[src/rtl/tpu_host_driver.sv]
// Host-side driver for the small TPU: loads 8 operand bytes, waits for done
// (bounded by TIMEOUT_CYCLES), reads back 8 result bytes and offers one response.
module tpu_host_driver #(
   parameter int TIMEOUT_CYCLES = 64
) (
   input  logic        clk,
   input  logic        rst_n,
   input  logic        cmd_valid,
   output logic        cmd_ready,
   input  logic [63:0] cmd_data,
   input  logic        cmd_transpose,
   input  logic        cmd_activation,
   output logic [7:0]  tpu_ui_in,
   output logic [7:0]  tpu_uio_in,
   input  logic [7:0]  tpu_uo_out,
   input  logic [7:0]  tpu_uio_out,
   output logic        rsp_valid,
   input  logic        rsp_ready,
   output logic [63:0] rsp_data,
   output logic        rsp_timeout,
   output logic        busy
);

   localparam int WAIT_W = (TIMEOUT_CYCLES > 1) ? $clog2(TIMEOUT_CYCLES) : 1;
   localparam logic [WAIT_W-1:0] WAIT_LAST = WAIT_W'(TIMEOUT_CYCLES - 1);

   typedef enum logic [2:0] {
      IDLE,
      LOAD,
      WAIT_DONE,
      READ,
      RESP
   } state_t;

   state_t              state;
   logic [2:0]          byte_idx;
   logic [WAIT_W-1:0]   wait_cnt;
   logic [63:0]         cmd_q;
   logic                transpose_q;
   logic                activation_q;
   logic                flags_on;
   logic                done;
   logic                unused_status;

   assign done          = tpu_uio_out[7];
   assign unused_status = ^tpu_uio_out[6:0];

   // Flags accompany the command from the first LOAD byte through the last READ byte.
   assign flags_on   = (state == LOAD) || (state == WAIT_DONE) || (state == READ);
   assign cmd_ready  = (state == IDLE);
   assign busy       = (state != IDLE);
   assign tpu_ui_in  = (state == LOAD) ? cmd_q[{byte_idx, 3'b000} +: 8] : 8'h00;
   assign tpu_uio_in = {5'b00000, activation_q & flags_on, transpose_q & flags_on,
                        state == LOAD};

   always_ff @(posedge clk or negedge rst_n) begin
      if (!rst_n) begin
         state        <= IDLE;
         byte_idx     <= 3'd0;
         wait_cnt     <= '0;
         cmd_q        <= 64'd0;
         transpose_q  <= 1'b0;
         activation_q <= 1'b0;
         rsp_valid    <= 1'b0;
         rsp_timeout  <= 1'b0;
         rsp_data     <= 64'd0;
      end else begin
         case (state)
            IDLE: begin
               if (cmd_valid) begin
                  cmd_q        <= cmd_data;
                  transpose_q  <= cmd_transpose;
                  activation_q <= cmd_activation;
                  byte_idx     <= 3'd0;
                  state        <= LOAD;
               end
            end
            LOAD: begin
               byte_idx <= byte_idx + 3'd1;
               if (byte_idx == 3'd7) begin
                  wait_cnt <= '0;
                  state    <= WAIT_DONE;
               end
            end
            WAIT_DONE: begin
               // A done seen on the final allowed cycle still beats the timeout.
               if (done) begin
                  rsp_data[7:0] <= tpu_uo_out;
                  byte_idx      <= 3'd1;
                  state         <= READ;
               end else if (wait_cnt == WAIT_LAST) begin
                  rsp_data    <= 64'd0;
                  rsp_valid   <= 1'b1;
                  rsp_timeout <= 1'b1;
                  state       <= RESP;
               end else begin
                  wait_cnt <= wait_cnt + 1'b1;
               end
            end
            READ: begin
               rsp_data[{byte_idx, 3'b000} +: 8] <= tpu_uo_out;
               byte_idx <= byte_idx + 3'd1;
               if (byte_idx == 3'd7) begin
                  rsp_valid   <= 1'b1;
                  rsp_timeout <= 1'b0;
                  state       <= RESP;
               end
            end
            RESP: begin
               if (rsp_ready) begin
                  rsp_valid   <= 1'b0;
                  rsp_timeout <= 1'b0;
                  state       <= IDLE;
               end
            end
            default: state <= IDLE;
         endcase
      end
   end

endmodule

[config.mk]
export PLATFORM = sky130hd
export DESIGN_NAME = tpu_host_driver
export DESIGN_NICKNAME = d
export VERILOG_FILES = /design/src/rtl/tpu_host_driver.sv
export SDC_FILE = /design/constraint.sdc
export NUM_CORES = 1
export LEC_CHECK = 0
export BUFFER_PORTS_ARGS = -buffer_cell sky130_fd_sc_hd__buf_2
export CAP_MARGIN = 20
export CELL_PAD_IN_SITES_DETAIL_PLACEMENT = 1
export CELL_PAD_IN_SITES_GLOBAL_PLACEMENT = 1
export CORE_MARGIN = 5
export CORE_UTILIZATION = 38
export CTS_CLUSTER_DIAMETER = 200
export DETAILED_ROUTE_END_ITERATION = 8
export PLACE_DENSITY = 0.85
export SETUP_SLACK_MARGIN = 0.4
export SKIP_CTS_REPAIR_TIMING = 1
export SLEW_MARGIN = 20
export SYNTH_ARGS = -nofsm -noshare
export SYNTH_HDL_FRONTEND = slang
export SYNTH_SLANG_ARGS = --single-unit
export TNS_END_PERCENT = 20
[constraint.sdc]
create_clock -name clk -period 2.46 [get_ports clk]
set_clock_uncertainty 0.15 [all_clocks]
set_input_delay 0.492 -clock clk [delete_from_list [all_inputs] [get_ports clk]]
set_output_delay 0.492 -clock clk [all_outputs]
set_load 0.01 [all_outputs]
==> flow_summary.rst <==
.. list-table::
   :header-rows: 1

   * - Metric
     - Value
   * - Average vias per placed instance
     - 5.33
   * - Number of max-capacitance violations reported
     - 0
   * - Crit path max-delay family
     - multiplexers
   * - Largest voltage drop on the vdd net
     - 0.654 mV
   * - Clock Path Buffers
     - 2
   * - Register area share after synthesis
     - 55.0%
   * - Worst-case headroom to the max-slew limit
     - 59.6%
   * - Aggregate global-route resource usage
     - 19.7%
   * - Area after detailed placement
     - 7640 µm²
   * - Core region area
     - 17100 µm²
   * - Starting Density
     - 38.3%
   * - Worst Max-Slew Pin Slew
     - 0.604 ns
   * - Vert. Die Dim
     - 141 µm
   * - Antenna violation net count after detailed routing
     - 0
   * - Cell types with the largest area share after synthesis
     - sky130_fd_sc_hd__dfrtp_1, sky130_fd_sc_hd__mux2_2, sky130_fd_sc_hd__a22o_1
   * - Static leakage power
     - 0.00421 µW
   * - Clock-pin slew of the registers on the worst-case setup and hold paths
     - 0.06 ns
   * - Post-detail-place hpwl
     - 14300 µm
   * - Grt ovf
     - 0
   * - DR pass1 iterations
     - 4
   * - Top-level I/O count
     - 170
   * - Worst Hold Class
     - in -> reg
   * - Register share of total power
     - 34.3%
   * - Num CTS Buffers
     - 17
   * - Pre-CTS setup slack
     - 0.0491 ns
   * - Post-synthesis register bit count
     - 144
   * - Cell internal pwr
     - 7810 µW
   * - Number of flops mapped to enable cells by yosys
     - 0
   * - CTS root buffer
     - sky130_fd_sc_hd__clkbuf_16
   * - Fraction of post-synthesis cell area in the top cell type by area
     - 55.0%
   * - Final cycle utilization of the critical path
     - 104%
   * - Sort of element at the start of the critical path
     - flop
   * - Result of the run
     - finished, violations left
   * - Initial antenna violation count
     - 1
   * - Primary flip-flop cell chosen by synthesis mapping
     - sky130_fd_sc_hd__dfrtp_1
   * - Failing checks
     - setup timing
   * - Routed wire length
     - 20300 µm
   * - Yosys top cell by area
     - sky130_fd_sc_hd__dfrtp_1
   * - CTS Sinks
     - 144
   * - Setup repair after global routing missed its margin
     - true
   * - Relative contribution of combinational cells to total power
     - 43.7%
   * - Count of unresolved DRC violations after routing
     - 0
   * - Required time of the critical path
     - 1.82 ns
   * - N_diodes
     - 0
   * - Maximum level of the CTS H-tree
     - 4
   * - Non-filler cells, final
     - 917
   * - Crit end category
     - primary output
   * - Number of DRC markers after the initial detailed-route iteration
     - 233
   * - Fin Hold WS
     - 0.151 ns
   * - Count of buffers inserted at the top-level ports
     - 157
   * - Fin nets
     - 774
   * - Wire length of the first global-routing pass
     - 30700 µm
   * - Maximum fanout along the worst path
     - 10
   * - TritonCTS clock tree
     - yes
   * - Die area
     - 20000 µm²
   * - Count of yosys warnings during synthesis
     - 0
   * - WP data arrival
     - 1.92 ns
   * - Combined flip-flop and latch cell area
     - 3610 µm²
   * - Highest clock rate
     - 391 MHz
   * - Slowest CP cell
     - sky130_fd_sc_hd__mux4_2
   * - Standard-cell rows
     - 48
   * - Vias in the first global route
     - 5471
   * - Net switching power
     - 4340 µW
   * - Placer Congestion
     - 0.837
   * - Max incr delay on CP
     - 0.51 ns
   * - Detailed-route wire length per cell
     - 22.2 µm
   * - Average size of a mapped cell
     - 12.8 µm²
   * - Area taken by multi-input logic gates
     - 3100 µm²
   * - Proportion of register bits with asynchronous set or reset after synthesis
     - 100%
   * - Placed cells
     - 879
   * - Number of setup violations in the final report
     - 8
   * - Floorplan die width
     - 141 µm
   * - Via total after detailed routing
     - 4887
   * - Crit-path cells
     - buf_12 -> mux4_2 -> nand2_1 -> a21oi_1 -> buf_2
   * - Power per Cell Area
     - 1380 nW/µm²
   * - Layout filler cell count
     - 1801
   * - Switching share of power
     - 35.7%
   * - Critical path start-end classification
     - reg -> out
   * - Worst setup margin
     - -0.0990 ns
   * - Growth of design area from synthesis to finish
     - 34.2%
   * - Number of buffers and inverters on the critical path
     - 2
   * - Total chip power
     - 12200 µW
   * - Clock network fraction of total power
     - 22.0%
   * - Synthesized instance count
     - 511
   * - Post-Synthesis Cell Area
     - 6550 µm²
   * - Post-layout instance area
     - 8790 µm²
   * - Later-pin clock latency in the skew report
     - 0.42 ns
   * - Share of layout cells above drive strength 1
     - 49.4%
   * - Largest net degree at the start of global routing
     - 57
   * - Number of hold violations in the final report
     - 0
   * - Number of library cell types mapped by synthesis
     - 53
   * - Min cycle time layout
     - 2.56 ns
   * - Max-slew violations
     - 0
state kept, by name (all words and copies together), names as in the netlist:
| register | count |
|---|---|
| byte_idx | 3 |
| transpose_q | 1 |
| cmd_q | 64 |
| rsp_timeout | 1 |
| state | 3 |
| rsp_valid | 1 |
| rsp_data | 64 |
| wait_cnt | 6 |
| activation_q | 1 |
metal layers:
metal	part of all wire, %	wire, µm	vias up	GRT usage, %
li1	-	-	2176	-
met1	40	8080	2469	23.7
met2	50	10100	206	33.6
met3	8.7	1770	34	6.57
met4	1.9	395	2	6.12
met5	0.098	20	-	0
worst reg2reg max path: stages (launching register included):
cell                         delay (ns)
sky130_fd_sc_hd__dfrtp_2           0.43
sky130_fd_sc_hd__buf_4             0.15
sky130_fd_sc_hd__clkinvlp_4        0.10
sky130_fd_sc_hd__ha_4              0.18
sky130_fd_sc_hd__ha_4              0.26
sky130_fd_sc_hd__nor4bb_1          0.27
sky130_fd_sc_hd__and3_1            0.20
sky130_fd_sc_hd__a311o_2           0.29
sky130_fd_sc_hd__mux2i_1           0.25
power by group through the flow:
stage | logic [µW] | registers [µW] | clock network [µW]
after floorplan | 2760 | 4110 | 0
after global placement | 4220 | 4020 | 0
after detailed placement | 4440 | 4140 | 0
after CTS | 4480 | 4110 | 2700
after global routing | 5720 | 4290 | 2820
final | 5310 | 4170 | 2670
synthesized netlist by cell type (all sizes together) (4+ instances only):
master,instances
nor3,11
nand2b,4
mux2i,11
a22o,51
a21oi,14
nor3b,4
ha,8
buf,29
mux2,68
inv,23
mux4,16
nand2,48
nor2,12
o21ai,19
clkbuf,8
dfrtp,144
per-stage QoR:
stage,util [%],setup TNS [ns]
floorplan,-,0
global placement,44.6,0
detailed placement,44.6,0
CTS,48.2,-1.20
global route,51.4,-1.05
finish,51.4,-0.447
cells by family after synthesis:
kind of cell | synth area share (%)
xor+xnor | 0.267
mux | 18.9
fa+ha+maj | 1.53
other cells | 0.0572
flops | 55.0
buf+inv | 4.77
compound gates | 11.1
simple gates | 8.44
worst paths after layout:
check,end,from,cells after the start,slack [ns]
setup / recovery,tpu_ui_in[7],byte_idx[0]$_DFFE_PN0P_,5,-0.1
hold / removal,cmd_q[21]$_DFFE_PN0P_,cmd_data[21],2,0.15
setup reg to reg,rsp_data[2]$_DFFE_PN0P_,byte_idx[0]$_DFFE_PN0P_,8,0.11
hold reg to reg,rsp_data[28]$_DFFE_PN0P_,rsp_data[28]$_DFFE_PN0P_,1,0.35
max in group asynchronous,rsp_data[9]$_DFFE_PN0P_,rst_n,3,1.15
min in group asynchronous,rsp_data[25]$_DFFE_PN0P_,rst_n,2,0.41
placed cells by master, fill, tap and decap left out, drive strengths merged, types with 5 or more instances in the layout:
cell type    n
dfrtp      144
ha           8
nand2       48
o21ai       19
inv         24
conb         5
nor2        12
mux4        16
a21oi       14
a22o        51
clkinvlp     5
clkbuf      20
buf        181
nor3        11
mux2i       11
mux2        68
final cells by class:
type	instances	area share [%]
Sequential cell	144	41.0
Inverter	24	1.12
Multi-Input combinational cell	310	35.3
Tap cell	225	3.20
Timing Repair Buffer	183	12.5
Clock buffer	19	5.04
Clock inverter	12	1.82
(Power assumes the default switching activity.)
